===== src/rtl/hazard_controller.sv =====
// -----------------------------------------------------------------------------
// hazard_controller
//
// Hazard and sequencing controller for the 5-stage (F/D/E/M/WB) pipeline.
// It sits beside the opcode decoder and derives the stall, flush and
// forwarding controls from the register addresses and write enables that the
// decoder pipes down each stage. It also holds a one-entry buffer for the OUT
// instruction, with a valid/ready handshake, and keeps two saturating hazard
// performance counters.
//
// Ports
//   clk                         clock, all state changes on the rising edge
//   reset                       synchronous, active-low reset
//   regSrc1D/regSrc2D           source registers of the instruction in D
//   usesSrc1D/usesSrc2D         instruction in D really reads src1/src2
//   regSrc1E/regSrc2E           source registers of the instruction in E
//   regDestE/M/W                destination register per stage
//   writeEnableE/M/W            register write enable per stage
//   memToRegE                   instruction in E is a load
//   branchTakenE                branch resolved taken in E
//   outFlagE/outDataE           OUT instruction and its operand in E
//   outReady                    external consumer accepts outData
//   perfClear                   zero both performance counters
//   stallF/stallD/stallE        hold stage registers (combinational)
//   flushD/flushE               bubble into D/E registers (combinational)
//   forwardAE/forwardBE         operand select: 00 regfile, 10 M, 01 WB
//   outValid/outData            buffered OUT value (registered)
//   stallCycles/flushEvents     saturating performance counters
// -----------------------------------------------------------------------------
module hazard_controller #(
    parameter int REGADDRWIDTH = 4,
    parameter int DATAWIDTH    = 16,
    parameter int CNTWIDTH     = 16
) (
    input  logic                    clk,
    input  logic                    reset,
    input  logic [REGADDRWIDTH-1:0] regSrc1D,
    input  logic [REGADDRWIDTH-1:0] regSrc2D,
    input  logic                    usesSrc1D,
    input  logic                    usesSrc2D,
    input  logic [REGADDRWIDTH-1:0] regSrc1E,
    input  logic [REGADDRWIDTH-1:0] regSrc2E,
    input  logic [REGADDRWIDTH-1:0] regDestE,
    input  logic [REGADDRWIDTH-1:0] regDestM,
    input  logic [REGADDRWIDTH-1:0] regDestW,
    input  logic                    writeEnableE,
    input  logic                    writeEnableM,
    input  logic                    writeEnableW,
    input  logic                    memToRegE,
    input  logic                    branchTakenE,
    input  logic                    outFlagE,
    input  logic [DATAWIDTH-1:0]    outDataE,
    input  logic                    outReady,
    input  logic                    perfClear,
    output logic                    stallF,
    output logic                    stallD,
    output logic                    stallE,
    output logic                    flushD,
    output logic                    flushE,
    output logic [1:0]              forwardAE,
    output logic [1:0]              forwardBE,
    output logic                    outValid,
    output logic [DATAWIDTH-1:0]    outData,
    output logic [CNTWIDTH-1:0]     stallCycles,
    output logic [CNTWIDTH-1:0]     flushEvents
);

    typedef enum logic {
        OUT_IDLE = 1'b0,
        OUT_FULL = 1'b1
    } out_state_t;

    out_state_t            r_state;
    out_state_t            w_stateNext;
    logic [DATAWIDTH-1:0]  r_outData;
    logic [DATAWIDTH-1:0]  w_outDataNext;
    logic [CNTWIDTH-1:0]   r_stallCycles;
    logic [CNTWIDTH-1:0]   r_flushEvents;

    logic                  w_fsmFull;
    logic                  w_loadUse;
    logic                  w_outStall;
    logic                  w_src1Hit;
    logic                  w_src2Hit;

    // Counter increment that sticks at all-ones instead of wrapping.
    function automatic logic [CNTWIDTH-1:0] sat_inc(input logic [CNTWIDTH-1:0] v);
        if (&v) begin
            return v;
        end
        return v + {{(CNTWIDTH-1){1'b0}}, 1'b1};
    endfunction

    // Operand bypass select for one E-stage source; the M stage holds the
    // younger result, so it is checked first.
    function automatic logic [1:0] fwd_sel(
        input logic [REGADDRWIDTH-1:0] src,
        input logic                    weM,
        input logic [REGADDRWIDTH-1:0] dstM,
        input logic                    weW,
        input logic [REGADDRWIDTH-1:0] dstW
    );
        if (weM && (dstM == src)) begin
            return 2'b10;
        end
        if (weW && (dstW == src)) begin
            return 2'b01;
        end
        return 2'b00;
    endfunction

    // -------------------------------------------------------------------------
    // Hazard detection (combinational)
    // -------------------------------------------------------------------------

    // While reset is asserted the buffer is about to be discarded, so the
    // combinational logic treats it as empty.
    assign w_fsmFull  = reset && (r_state == OUT_FULL);

    // Every register address takes part in the compare; register 0 is not
    // special in this machine.
    assign w_src1Hit  = usesSrc1D && (regSrc1D == regDestE);
    assign w_src2Hit  = usesSrc2D && (regSrc2D == regDestE);
    assign w_loadUse  = memToRegE && writeEnableE && (w_src1Hit || w_src2Hit);

    // A second OUT arriving while the buffer is still unconsumed must wait in E.
    assign w_outStall = w_fsmFull && outFlagE && !outReady;

    always_comb begin
        stallF = 1'b0;
        stallD = 1'b0;
        stallE = 1'b0;
        flushD = 1'b0;
        flushE = 1'b0;
        if (branchTakenE) begin
            // Wrong-path instructions in D and E are squashed; nothing stalls.
            flushD = 1'b1;
            flushE = 1'b1;
        end else if (w_outStall) begin
            stallF = 1'b1;
            stallD = 1'b1;
            stallE = 1'b1;
        end else if (w_loadUse) begin
            // Hold F/D and let a bubble advance into E until the load reaches M.
            stallF = 1'b1;
            stallD = 1'b1;
            flushE = 1'b1;
        end
    end

    assign forwardAE = fwd_sel(regSrc1E, writeEnableM, regDestM, writeEnableW, regDestW);
    assign forwardBE = fwd_sel(regSrc2E, writeEnableM, regDestM, writeEnableW, regDestW);

    // -------------------------------------------------------------------------
    // OUT buffer FSM: next state and buffer contents
    // -------------------------------------------------------------------------
    always_comb begin
        w_stateNext   = r_state;
        w_outDataNext = r_outData;
        unique case (r_state)
            OUT_IDLE: begin
                if (outFlagE) begin
                    w_stateNext   = OUT_FULL;
                    w_outDataNext = outDataE;
                end
            end
            OUT_FULL: begin
                if (outReady) begin
                    // Current value is consumed this edge; a waiting OUT
                    // refills the slot in the same cycle.
                    if (outFlagE) begin
                        w_outDataNext = outDataE;
                    end else begin
                        w_stateNext   = OUT_IDLE;
                    end
                end
                // Not ready: keep the value stable; any new OUT is stalled.
            end
            default: begin
                w_stateNext = OUT_IDLE;
            end
        endcase
    end

    // -------------------------------------------------------------------------
    // State registers
    // -------------------------------------------------------------------------
    always_ff @(posedge clk) begin
        if (!reset) begin
            r_state   <= OUT_IDLE;
            r_outData <= '0;
        end else begin
            r_state   <= w_stateNext;
            r_outData <= w_outDataNext;
        end
    end

    // Performance counters; clear takes precedence over a same-cycle increment.
    always_ff @(posedge clk) begin
        if (!reset) begin
            r_stallCycles <= '0;
            r_flushEvents <= '0;
        end else if (perfClear) begin
            r_stallCycles <= '0;
            r_flushEvents <= '0;
        end else begin
            if (stallF) begin
                r_stallCycles <= sat_inc(r_stallCycles);
            end
            if (branchTakenE) begin
                r_flushEvents <= sat_inc(r_flushEvents);
            end
        end
    end

    assign outValid    = (r_state == OUT_FULL);
    assign outData     = r_outData;
    assign stallCycles = r_stallCycles;
    assign flushEvents = r_flushEvents;

endmodule


===== config.mk =====
export PLATFORM = sky130hd
export DESIGN_NAME = hazard_controller
export DESIGN_NICKNAME = d
export VERILOG_FILES = /design/src/rtl/hazard_controller.sv
export SDC_FILE = /design/constraint.sdc
export NUM_CORES = 1
export LEC_CHECK = 0
export CELL_PAD_IN_SITES_DETAIL_PLACEMENT = 1
export CELL_PAD_IN_SITES_GLOBAL_PLACEMENT = 2
export CORE_ASPECT_RATIO = 1.5
export CORE_UTILIZATION = 25
export CTS_BUF_LIST = sky130_fd_sc_hd__clkbuf_2
export CTS_CLUSTER_SIZE = 30
export DETAILED_ROUTE_END_ITERATION = 10
export PLACE_DENSITY_LB_ADDON = 0.1
export SLEW_MARGIN = 10
export SYNTH_ARGS = -nofsm -noshare
export SYNTH_HDL_FRONTEND = slang
export SYNTH_SLANG_ARGS = --single-unit

===== constraint.sdc =====
create_clock -name clk -period 2.5 [get_ports clk]
set_input_delay 0.625 -clock clk [delete_from_list [all_inputs] [get_ports clk]]
set_output_delay 0.625 -clock clk [all_outputs]
set_load 0.01 [all_outputs]

After elaboration in Yosys (flattened, before gate mapping):

Cells that the tools add are included.

* register bits after elaboration: 49
* input bits: 56
* output and inout port bits: 58
* logic and storage cells: 73

* $add $sub $neg: 2
* equality and inequality tests: 9
* mux-type cells: 38
* bitwise gates (word level): 2
* reductions and logical operators: 18

Operator list (count)
* 16-bit two-way mux: 4
* 16-bit by 1-bit adder with 16-bit output, second input constant: 2
* 16-bit one-hot mux with 2 select lines: 1
* 16-bit AND reduction: 2
* 4-bit equality test: 6
* 1-bit two-way mux: 24
* 2-bit two-way mux: 8
* 1-bit logical AND: 11
* 2-bit != test, second input constant: 3
* 2-bit AND reduction: 2
* 1-bit NOT: 2
* 1-bit one-hot mux with 2 select lines: 1
* 2-bit OR reduction: 1
* 1-bit zero test: 1
* 1-bit logical OR: 1

Longest topological paths before layout:

* depth in word-level cells: 12
* depth in mapped cells: 8
* gate-level depth less buffers: 7

Least setup slack after synthesis:

No wires, ideal clock.

* path kind: input -> output
* from: in regDestE[2]
* to: out stallF
* arrival: 1.537 ns
* required time: 1.875 ns
* setup slack: 0.338 ns
* stages: 6
* path buffers: 1
* cell sequence: xnor2_1 nand3_1 o31ai_4 nor2_1 inv_1 buf_4

* cells in the longest elaborated chain, start to end: 7
* elaborated cells between the ends (all ways): 9
* those cells by class: eq/ne (2); mux (3); reduce/logical (4)

RTL lines
* start, declared: RTL line 43 `input logic [REGADDRWIDTH-1:0] regDestE,`
* 4-bit equality test, on equally long branches: RTL line 122, 123
* 1-bit logical AND, on equally long branches: RTL line 122, 123
* 1-bit logical OR (*): RTL line 124 `assign w_loadUse = memToRegE && writeEnableE && (w_src1Hit || w_src2Hit);`
* 1-bit logical AND (*): RTL line 124
* 1-bit two-way mux (*) (3 in series)
* end, declared: RTL line 55 `output logic stallF,`

Mark *: on every way between the ends. The rest lies on a longest branch, timed or not.

Worst setup path in the final report:

* from: in regDestW[3]
* to: out forwardAE[0]

* cells in the longest elaborated chain, start to end: 6
* elaborated cells between the ends (all ways): 7
* those cells by class: eq/ne (1); mux (5); reduce/logical (1)

RTL lines
* start, declared: RTL line 45 `input logic [REGADDRWIDTH-1:0] regDestW,`
* 4-bit equality test (*): RTL line 106 `if (weW && (dstW == src)) begin`
* 1-bit logical AND (*): RTL line 106
* 1-bit two-way mux (2 in series): RTL line 106
* 2-bit two-way mux (*): RTL line 109 `return 2'b00;`
* 2-bit two-way mux (*): RTL line 106
* end, declared: RTL line 60 `output logic [1:0] forwardAE,`

Mark *: on every way between the ends. The rest lies on a longest branch, timed or not. The select of a mux whose other input is x is not followed.

==> metrics.yaml <==
status: "complete, no violations"
critPathKind: "in2out"
number_of_buffers_added_by_the_clock_tree_synthesis_step: 5
synth_top_cells_by_count: "49 x dfxtp_1, 49 x nand2_1, 29 x nor2_1, 23 x xor2_1, 18 x nand3_1"
r2r_start: "outValid"
n_antenna_cell: 0
critPathBufInv: 2
maximum_root_to_sink_buffer_count: 2
power_per_cell_area_nw_per_um2: 376
syn-instance-count: 301
drive_above_1_share: 0.107
global_route_wire_length_before_repair_microns: 12200
timing.critical_path.slowest_cell_delay_ps: 440
class_of_the_most_critical_hold_timing_path: "reg2reg"
clk_pin_slew_ps: 260
initial_core_util: 0.262
num_io_pins: 114
pnr_worst_setup_slack_ps: 84.4
worst_hold_path.endpoint: "outData[3]"
clock_insertion_delay_worst_skew_ps: 470
synth_edf_count: 0
synthesis.area_sq_um: 2450
synth_area_leaders: "dfxtp_1 40%, xor2_1 8.2%, nand2_1 7.5%"
power_mw: 1.44
drt_pass1_iterations: 4
yosysWarnings: 0
vdd.ir_drop.worst_uv: 191
remaining_drc_errors: 0
rr_worst_depth: 9
fin_crit_sh: 0.966
postSynthAreaPerCell_sq_um: 8.14
post_route_clock_skew_ps: 31.7
critPathTopFamily: "buffers and inverters"
synth_top_area_frac: 0.400
syn-num-nets: 359
total_of_endpoints_with_negative_setup_slack_in_the_final_report: 0
fin_setup_tns_ps: 0
route.final.wire_length_microns: 7540
setup_repair_after_global_routing_missed_its_margin: "false"
ys_async_sr_fraction: 0
achievable-frequency_ghz: 0.414
gp_congestion: 0.694
die_area_sq_um: 10200
worstPathCellList: "clkdlybuf4s50_1, xor2_1, nor3_1, nand3_1, nor2_1, buf_2"
postLayoutCoreUtil: 0.408
die_width_microns: 82.8
grt_max_degree: 24
count_of_max_cap_constraint_violations: 0
core-area_sq_um: 9360
report.final.hold_viol_count: 0
standard_cell_rows: 43
worstMarginPinSlew_ps: 690
pre_cts_ws_ps: -568
startpoint_type: "input port"
data_required_time_at_the_worst_endpoint_ps: 1880
clock-sinks: 49
crit_path_top_delay_cell: "clkdlybuf4s50_1"
hpwlAfterDp_microns: 5930
ys_ff_latch: 49
area_growth_syn_to_layout_pct: 56.0
drt_first_iter_violations: 50
worst_hold_path.num_cells: 2
placement.io_buffers: 113
leakagePower_nw: 1.39
cts_tree: "built"
final_period_minus_worst_setup_slack_ps: 2420
rrSetupSlack_ps: 510
crit_arrival_ps: 1790
antenna_found_initial: 0
slew_headroom: 0.540
maxSlewViolCount: 0
crit_path_end_kind: "output pin"
synth.largest_area_cell: "dfxtp_1"
grt_overflow_total: 0
routed-via-count: 2549
routed_via_density: 4.72
die_height_microns: 123
ys_seq_area_frac: 0.400
clockRootBuffer: "clkbuf_2"
average_wire_per_cell_in_the_routed_design_microns: 14.0
nets: 485
ys_dominant_reg_cell: "dfxtp_1"
track_usage: 0.150
final_antenna_net_count: 0
cts_max_level: 2
worstPathMaxFanout: 2
first_global_vias: 2573
regToRegEndpoint: "stallCycles[0]"
hold_start: "outData[3]"
yosys.cell_types.count: 31
==> layer usage <==
layer  vias up  track usage  routed length (microns)
met4         0       0.0506                      119
met5         -            0                        0
met1      1206        0.152                     2820
met2        56        0.298                     4290
met3         7       0.0354                      313
li1       1280            -                        -
==> final cells by class <==
type                    count  area (sq um)
flip-flops and latches     49           981
well taps                 112           140
inverters                   5          18.8
multi-input cells         234          1410
clock buffers               5          25.0
repair buffers            132          1220
fillers                  1139          5540
clock inverters             3          21.3
==> per-stage QoR <==
| stage | std cells | area [sq um] | hold WS (ps) |
|---|---|---|---|
| after floorplan | 301 | 2450 | 488 |
| after global placement | 529 | 3780 | 449 |
| after detailed placement | 529 | 3780 | 460 |
| after CTS | 540 | 3810 | 490 |
| after global routing | 540 | 3820 | 504 |
| final | 540 | 3820 | 481 |
==> state kept, by name, summed over array words and instances, names as in the netlist <==
signal	count
flushEvents	16
outData	16
stallCycles	16
outValid	1
==> tightest hold or removal path: cells and delay by family (launching register included) <==
family | cells | cell delay [ps]
AO/OA/AOI/OAI | 1 | 60
flip-flops | 1 | 370
AND/OR/NAND/NOR | 1 | 50
==> cell families (layout without fill, tap and decap cells) <==
group                      Yosys count  count (layout)  share of synthesized area
xor gates and xnor gates            39              39                      0.139
buffers and inverters               18             145                     0.0327
muxes                                3               3                     0.0123
adders and majority gates            2               2                     0.0102
AOI/OAI and AO/OA                   51              51                      0.137
and+or+nand+nor                    139             139                      0.269
DFF                                 49              49                      0.400
==> timing repair <==
| action | in CTS | in global routing |
|---|---|---|
| endpoints found under the setup margin | 8 | 6 |
| setup buffers | 3 | 0 |
| hold buffers | 0 | 0 |
| resized for setup | 51 | 8 |
| pin swaps | 22 | 7 |
==> worst max-delay path by stage <==
stage,startpoint,endpoint,cells after the start
floorplan,regDestE[2],stallF,6
global placement,regDestE[3],stallF,7
detailed placement,regDestE[2],stallD,7
CTS,regSrc2D[1],stallD,7
global route,memToRegE,stallF,6
finish,regDestW[3],forwardAE[0],6
==> cell usage in the layout, fill, tap and decap left out, types with 3 or more instances in the layout <==
master and count:
nor3_1 7, nand2_1 49, xor2_1 23, xnor2_1 16
clkbuf_2 7, mux2i_1 3, dfxtp_1 49, nand3_1 17
buf_2 3, and4_1 3, a21oi_1 14, or3_1 12
a21boi_0 17, o21ai_0 11, dlygate4sd2_1 23, nor2_1 28
buf_4 19, inv_1 3, nand4_1 10, clkdlybuf4s50_1 82
==> power breakdown <==
group	switching [mW]	leakage, nW	internal (mW)
clock network	0.296	0.0294	0.0711
logic	0.109	0.959	0.150
registers	0.00935	0.398	0.802
Power figures use the tool's default switching activity.
